==> config.mk <==
export PLATFORM = sky130hd
export DESIGN_NAME = mem_ctrl_flat
export DESIGN_NICKNAME = d
export VERILOG_FILES = /design/src/rtl/mem_ctrl_if.sv /design/src/rtl/mem_ctrl.sv /design/src/flat_wrapper.sv
export SDC_FILE = /design/constraint.sdc
export NUM_CORES = 1
export LEC_CHECK = 0
export CAP_MARGIN = 20
export CORE_MARGIN = 5
export CORE_UTILIZATION = 35
export DETAILED_ROUTE_END_ITERATION = 7
export GPL_TIMING_DRIVEN = 0
export PLACE_DENSITY = 0.73
export RECOVER_POWER = 50
export SYNTH_ARGS = -nofsm -noshare
export SYNTH_HDL_FRONTEND = slang
export SYNTH_SLANG_ARGS = --single-unit
==> constraint.sdc <==
create_clock -name clk -period 2.76 [get_ports clk]
set_input_delay 0.276 -clock clk [delete_from_list [all_inputs] [get_ports clk]]
set_output_delay 0.276 -clock clk [all_outputs]
set_load 0.1 [all_outputs]
==> src/rtl/mem_ctrl_if.sv <==
// Request/response and byte-wide RAM bus bundle for mem_ctrl.
// slave is the controller's view; master is the core/RAM side driving it.
interface mem_ctrl_if;
  logic        LSB_enable;
  logic        LSB_is_write;
  logic [31:0] LSB_addr;
  logic [2:0]  LSB_data_len;
  logic [31:0] LSB_write_data;
  logic        LSB_data_valid;
  logic [31:0] LSB_data;

  logic        IF_enable;
  logic [31:0] IF_addr;
  logic        IF_data_valid;
  logic [31:0] IF_data;

  logic [7:0]  mem_din;
  logic [7:0]  mem_dout;
  logic [31:0] mem_a;
  logic        mem_wr;
  logic        io_buffer_full;

  modport slave (
    input  LSB_enable, LSB_is_write, LSB_addr, LSB_data_len, LSB_write_data,
    input  IF_enable, IF_addr, mem_din, io_buffer_full,
    output LSB_data_valid, LSB_data, IF_data_valid, IF_data,
    output mem_dout, mem_a, mem_wr
  );

  modport master (
    output LSB_enable, LSB_is_write, LSB_addr, LSB_data_len, LSB_write_data,
    output IF_enable, IF_addr, mem_din, io_buffer_full,
    input  LSB_data_valid, LSB_data, IF_data_valid, IF_data,
    input  mem_dout, mem_a, mem_wr
  );
endinterface

==> src/rtl/mem_ctrl.sv <==
// Memory controller: arbitrates load/store and fetch requests and
// serialises each access into little-endian single-byte RAM cycles.
//
//   state | meaning
//   IDLE  | sample requests (LSB before IF), latch base/len/data
//   READ  | issue read addresses, gather bytes one cycle behind
//   WRITE | drive one byte per cycle, holding while IO buffer is full
//   DONE  | single cooldown cycle, requests ignored (stale upstream)
module mem_ctrl (
  input  logic       clk,
  input  logic       rst,
  input  logic       rdy,
  input  logic       clear,
  mem_ctrl_if.slave  bus
);

  localparam logic [1:0] IDLE  = 2'd0;
  localparam logic [1:0] READ  = 2'd1;
  localparam logic [1:0] WRITE = 2'd2;
  localparam logic [1:0] DONE  = 2'd3;

  logic [1:0]  state;
  logic        owner_if;
  logic [31:0] base;
  logic [2:0]  len;
  logic [2:0]  cnt;
  logic [31:0] wdata;
  logic [31:0] rbuf;
  logic        suppress;
  logic [31:0] rd_word;
  logic [1:0]  lane;
  logic        io_stall;

  // Writes into the IO window wait while the IO buffer cannot take a byte.
  assign io_stall = (base[17:16] == 2'b11) && bus.io_buffer_full;

  // The byte on mem_din belongs to the address issued one cycle earlier.
  assign lane = cnt[1:0] - 2'd1;

  // Gathered read data with the byte currently on mem_din merged in.
  always_comb begin
    rd_word = rbuf;
    rd_word[{lane, 3'b000} +: 8] = bus.mem_din;
  end

  // RAM port drive; address is withheld in the final capture cycle of a
  // read and during IO stalls so no extra IO location is touched.
  always_comb begin
    bus.mem_a    = '0;
    bus.mem_dout = '0;
    bus.mem_wr   = 1'b0;
    case (state)
      READ: begin
        if (cnt != len) bus.mem_a = base + {29'd0, cnt};
      end
      WRITE: begin
        if (!io_stall) begin
          bus.mem_a    = base + {29'd0, cnt};
          bus.mem_dout = wdata[{cnt[1:0], 3'b000} +: 8];
          bus.mem_wr   = 1'b1;
        end
      end
      default: ;
    endcase
  end

  // Sequencing, byte counter and registered completion outputs.
  always_ff @(posedge clk) begin
    if (rst) begin
      state              <= IDLE;
      owner_if           <= 1'b0;
      base               <= '0;
      len                <= '0;
      cnt                <= '0;
      wdata              <= '0;
      rbuf               <= '0;
      suppress           <= 1'b0;
      bus.LSB_data_valid <= 1'b0;
      bus.IF_data_valid  <= 1'b0;
      bus.LSB_data       <= '0;
      bus.IF_data        <= '0;
    end else if (rdy) begin
      bus.LSB_data_valid <= 1'b0;
      bus.IF_data_valid  <= 1'b0;
      case (state)
        IDLE: begin
          if (!clear) begin
            if (bus.LSB_enable) begin
              owner_if <= 1'b0;
              base     <= bus.LSB_addr;
              len      <= bus.LSB_data_len;
              wdata    <= bus.LSB_write_data;
              cnt      <= '0;
              rbuf     <= '0;
              suppress <= 1'b0;
              state    <= bus.LSB_is_write ? WRITE : READ;
            end else if (bus.IF_enable) begin
              owner_if <= 1'b1;
              base     <= bus.IF_addr;
              len      <= 3'd4;
              wdata    <= '0;
              cnt      <= '0;
              rbuf     <= '0;
              suppress <= 1'b0;
              state    <= READ;
            end
          end
        end
        READ: begin
          if (clear) begin
            state <= IDLE;
          end else begin
            if (cnt != 3'd0) rbuf <= rd_word;
            if (cnt == len) begin
              state <= DONE;
              if (owner_if) begin
                bus.IF_data       <= rd_word;
                bus.IF_data_valid <= 1'b1;
              end else begin
                bus.LSB_data       <= rd_word;
                bus.LSB_data_valid <= 1'b1;
              end
            end else begin
              cnt <= cnt + 3'd1;
            end
          end
        end
        WRITE: begin
          // A flushed store still completes; only its pulse is dropped.
          if (clear) suppress <= 1'b1;
          if (!io_stall) begin
            if (cnt == len - 3'd1) begin
              state              <= DONE;
              bus.LSB_data_valid <= !(suppress || clear);
            end else begin
              cnt <= cnt + 3'd1;
            end
          end
        end
        default: begin
          state <= IDLE;
        end
      endcase
    end
  end

endmodule

==> src/flat_wrapper.sv <==
// flat-port wrapper written by rule: the top's interface ports become plain ports
module mem_ctrl_flat 
  (clk, rst, rdy, clear, bus_LSB_enable, bus_LSB_is_write, bus_LSB_addr, bus_LSB_data_len, bus_LSB_write_data, bus_IF_enable, bus_IF_addr, bus_mem_din, bus_io_buffer_full, bus_LSB_data_valid, bus_LSB_data, bus_IF_data_valid, bus_IF_data, bus_mem_dout, bus_mem_a, bus_mem_wr);
  mem_ctrl_if bus_i ();
  input  logic clk;
  input  logic rst;
  input  logic rdy;
  input  logic clear;
  input wire logic [$bits(bus_i.LSB_enable)-1:0] bus_LSB_enable;
  input wire logic [$bits(bus_i.LSB_is_write)-1:0] bus_LSB_is_write;
  input wire logic [$bits(bus_i.LSB_addr)-1:0] bus_LSB_addr;
  input wire logic [$bits(bus_i.LSB_data_len)-1:0] bus_LSB_data_len;
  input wire logic [$bits(bus_i.LSB_write_data)-1:0] bus_LSB_write_data;
  input wire logic [$bits(bus_i.IF_enable)-1:0] bus_IF_enable;
  input wire logic [$bits(bus_i.IF_addr)-1:0] bus_IF_addr;
  input wire logic [$bits(bus_i.mem_din)-1:0] bus_mem_din;
  input wire logic [$bits(bus_i.io_buffer_full)-1:0] bus_io_buffer_full;
  output wire logic [$bits(bus_i.LSB_data_valid)-1:0] bus_LSB_data_valid;
  output wire logic [$bits(bus_i.LSB_data)-1:0] bus_LSB_data;
  output wire logic [$bits(bus_i.IF_data_valid)-1:0] bus_IF_data_valid;
  output wire logic [$bits(bus_i.IF_data)-1:0] bus_IF_data;
  output wire logic [$bits(bus_i.mem_dout)-1:0] bus_mem_dout;
  output wire logic [$bits(bus_i.mem_a)-1:0] bus_mem_a;
  output wire logic [$bits(bus_i.mem_wr)-1:0] bus_mem_wr;
  assign bus_i.LSB_enable = bus_LSB_enable;
  assign bus_i.LSB_is_write = bus_LSB_is_write;
  assign bus_i.LSB_addr = bus_LSB_addr;
  assign bus_i.LSB_data_len = bus_LSB_data_len;
  assign bus_i.LSB_write_data = bus_LSB_write_data;
  assign bus_i.IF_enable = bus_IF_enable;
  assign bus_i.IF_addr = bus_IF_addr;
  assign bus_i.mem_din = bus_mem_din;
  assign bus_i.io_buffer_full = bus_io_buffer_full;
  assign bus_LSB_data_valid = bus_i.LSB_data_valid;
  assign bus_LSB_data = bus_i.LSB_data;
  assign bus_IF_data_valid = bus_i.IF_data_valid;
  assign bus_IF_data = bus_i.IF_data;
  assign bus_mem_dout = bus_i.mem_dout;
  assign bus_mem_a = bus_i.mem_a;
  assign bus_mem_wr = bus_i.mem_wr;
  mem_ctrl u_core (.clk(clk), .rst(rst), .rdy(rdy), .clear(clear), .bus(bus_i));
endmodule
==> impl_metrics.json <==
{
  "status": "finished with violations",
  "violations": "negative setup slack",
  "arrival_ns": 3.09,
  "grt_overflow": 0,
  "synth_flop_cell": "dfxtp_1",
  "tns_ns": -5.83,
  "place_area_um2": 11000,
  "p_seq_frac": 0.457,
  "drt_pass1_iterations": 5,
  "sw_frac_of_total": 0.272,
  "hold_violations": 0,
  "path_cells": "ha_4, inv_2, fa_2, nand2b_4, a211o_4, or4_4, or3_4, a21oi_4, buf_12",
  "die-area_um2": 26300,
  "finalCriticalPeriod_ns": 3.37,
  "setup_violations": 28,
  "cts-buffers-inserted": 17,
  "stdcell_area_um2": 12200,
  "min-delay-start": "rdy",
  "fin_skew_ns": 0.0145,
  "fp.dieW_um": 162,
  "endpoint_kind": "output pin",
  "synth_edf_count": 0,
  "comb_power_share": 0.135,
  "fin_nets": 1358,
  "dpl.hpwl_um": 20400,
  "synth_cell_types": 52,
  "worst_pin_slew_ns": 1.06,
  "cts-root-buf": "clkbuf_16",
  "finalWorstSetupSlack_ns": -0.609,
  "netlist.top_cell.by_area": "dfxtp_1",
  "gp_congestion": 0.891,
  "clk_latency_ns": 0.43,
  "cp-start-kind": "flip-flop",
  "routedWlPerCell_um": 17.8,
  "rr_startpoint": "u_core.cnt[0]",
  "vias": 7992,
  "grt_pass1_wl_um": 41900,
  "crit_type": "flip-flop to output pin",
  "antenna_found_initial": 1,
  "initial_core_util": 0.356,
  "critical_path.startpoint": "u_core.cnt[0]",
  "synth_area_leaders": "dfxtp_1 (42%), mux2i_1 (7.9%), nor2_1 (7.5%), a22oi_1 (6.1%), nand2_1 (5.1%)",
  "rsz0062_at_grt": "yes",
  "drt_iter0_markers": 552,
  "ys_seq_elements": 172,
  "cts_buffer_depth": 2,
  "ys_warn_count": 0,
  "p_sw_mw": 1.56,
  "avgSynthCellArea_um2": 8.35,
  "syn-num-nets": 1102,
  "port_buffers": 219,
  "synth_top_cells_by_count": "dfxtp_1 (172), nor2_1 (162), nand2_1 (111)",
  "holdWs_ns": 0.343,
  "final_core_util": 0.536,
  "grt_pass1_vias": 7825,
  "fin_crit_sh": 1.22,
  "r2r_slack_ns": 0.09,
  "ios": 222,
  "drc": 0,
  "peakVddDrop_uv": 416,
  "powerDensity_nw_per_um2": 470,
  "async_reset_ff_frac": 0,
  "slew_headroom": 0.294,
  "rows": 55,
  "power_frac_clock": 0.408,
  "required_ns": 2.48,
  "synthMostInstantiatedCell": "dfxtp_1",
  "path_clk_slew_ns": 0.07,
  "cts_sinks": 172,
  "cp_max_fo": 6,
  "netlist_area_um2": 8120,
  "critPathMaxStageDelay_ns": 0.46,
  "intPower_mw": 4.18,
  "slew_viol_final": 0,
  "slowest_stage": "or4_4",
  "p_leak_nw": 4.51,
  "cp_num_buf_inv": 2,
  "drive_above_1_share": 0.169,
  "vias_per_cell": 5.14,
  "cts_tree": "yes",
  "htreeDepth": 4,
  "drv_cap": 0,
  "min_path_type": "primary input to flip-flop",
  "drt-total-wl_um": 27600,
  "synthCells": 972,
  "synthToLayoutAreaGrowth_pct": 50.4,
  "critical_path.top_delay_family": "simple AND/OR/NAND/NOR gates",
  "ys_seq_area_frac": 0.424,
  "fp.coreArea_um2": 22800,
  "grt_use_total": 0.198,
  "yosysTopAreaCellShare": 0.424,
  "drt.antenna.violating_nets": 0,
  "die_h_um": 162,
  "power_mw": 5.74,
  "fmax_mhz": 297,
  "grt_max_degree": 17
}
-- power groups by stage --
stage	combinational (mW)	clock, mW	sequential (mW)
after floorplan	0.416	0	2.66
after global placement	0.732	0	2.66
after detailed placement	0.740	0	2.66
after CTS	0.758	2.38	2.61
after global routing	0.831	2.49	2.63
final	0.775	2.34	2.62
-- cells in the final DEF, fill, tap and decap left out, drive strengths merged, types with 11 or more instances in the layout --
cell / synthesis / final
a211oi: 36 / 36
a21oi: 46 / 46
a22oi: 66 / 66
and3: 15 / 15
buf: 10 / 75
clkbuf: 62 / 74
clkdlybuf4s50: 0 / 111
dfxtp: 172 / 172
dlygate4sd3: 0 / 67
ha: 14 / 14
inv: 46 / 51
mux2i: 64 / 64
nand2: 111 / 111
nand3: 12 / 12
nand4: 14 / 14
nor2: 162 / 162
o21ai: 41 / 41
xnor2: 11 / 11
xor2: 17 / 17
-- stage by stage --
step	setup slack, ns	instances
2_1_floorplan	-0.324	972
3_3_place_gp	-1.21	1504
3_5_place_dp	-1.23	1504
4_1_cts	-0.622	1548
5_1_grt	-0.685	1555
6_report	-0.609	1555
-- state kept, by name (all words and copies together) (netlist names), 2 cells and up --
register and count:
u_core.base 32, u_core.bus.IF_data 32, u_core.bus.LSB_data 32, u_core.rbuf 32, u_core.wdata 32, u_core.cnt 3
u_core.len 3, u_core.state 2
-- cell families after synthesis --
group | share of synthesized area
adders and majority gates | 0.0240
muxes | 0.101
buffers and inverters | 0.0556
xor gates and xnor gates | 0.0330
DFF | 0.424
AOI/OAI and AO/OA | 0.166
and+or+nand+nor | 0.196
-- timing repair --
| action | 4_1_cts | 5_1_grt |
|---|---|---|
| buffers inserted | 14 | 9 |
| setup endpoints to repair | 110 | 134 |
| gates resized for setup | 321 | 49 |
| hold buffers | 0 | 0 |
| pin swaps | 14 | 25 |
-- area by class of cell --
| cell class | count | area, um2 |
|---|---|---|
| Timing Repair Buffer | 241 | 2470 |
| Buffer | 68 | 323 |
| Clock buffer | 19 | 443 |
| Inverter | 46 | 175 |
| Sequential cell | 172 | 3450 |
| Tap cell | 313 | 392 |
| Clock inverter | 13 | 130 |
| Multi-Input combinational cell | 682 | 4820 |
| Antenna cell | 1 | 2.50 |
| Fill cell | 2044 | 10600 |
-- worst reg2reg max path, stage by stage, from the launching register on --
cell      delay (ns)
dfxtp_4         0.36
buf_4           0.14
buf_2           0.17
buf_8           0.17
inv_1           0.13
ha_1            0.36
nor4bb_1        0.31
clkbuf_1        0.34
nand2_1         0.09
o21ai_0         0.22
nand2_1         0.13
a21oi_1         0.17
-- path summary, 6_finish.rpt --
check,endpoint,cells past startpoint
min reg2reg,u_core.bus.IF_data[12],2
max reg2reg,u_core.bus.IF_data[10],11
min,u_core.bus.LSB_data_valid,3
max,bus_mem_a[30],9
-- metal layers --
metal  part of all wire  vias to the layer above  global-route usage
met3              0.078                       37              0.0556
met5                  0                        -                   0
li1                   -                     3881                   -
met2               0.48                      311               0.333
met1               0.42                     3763               0.248
met4              0.020                        0              0.0600
Note: power is estimated with default switching activity, not from simulation.
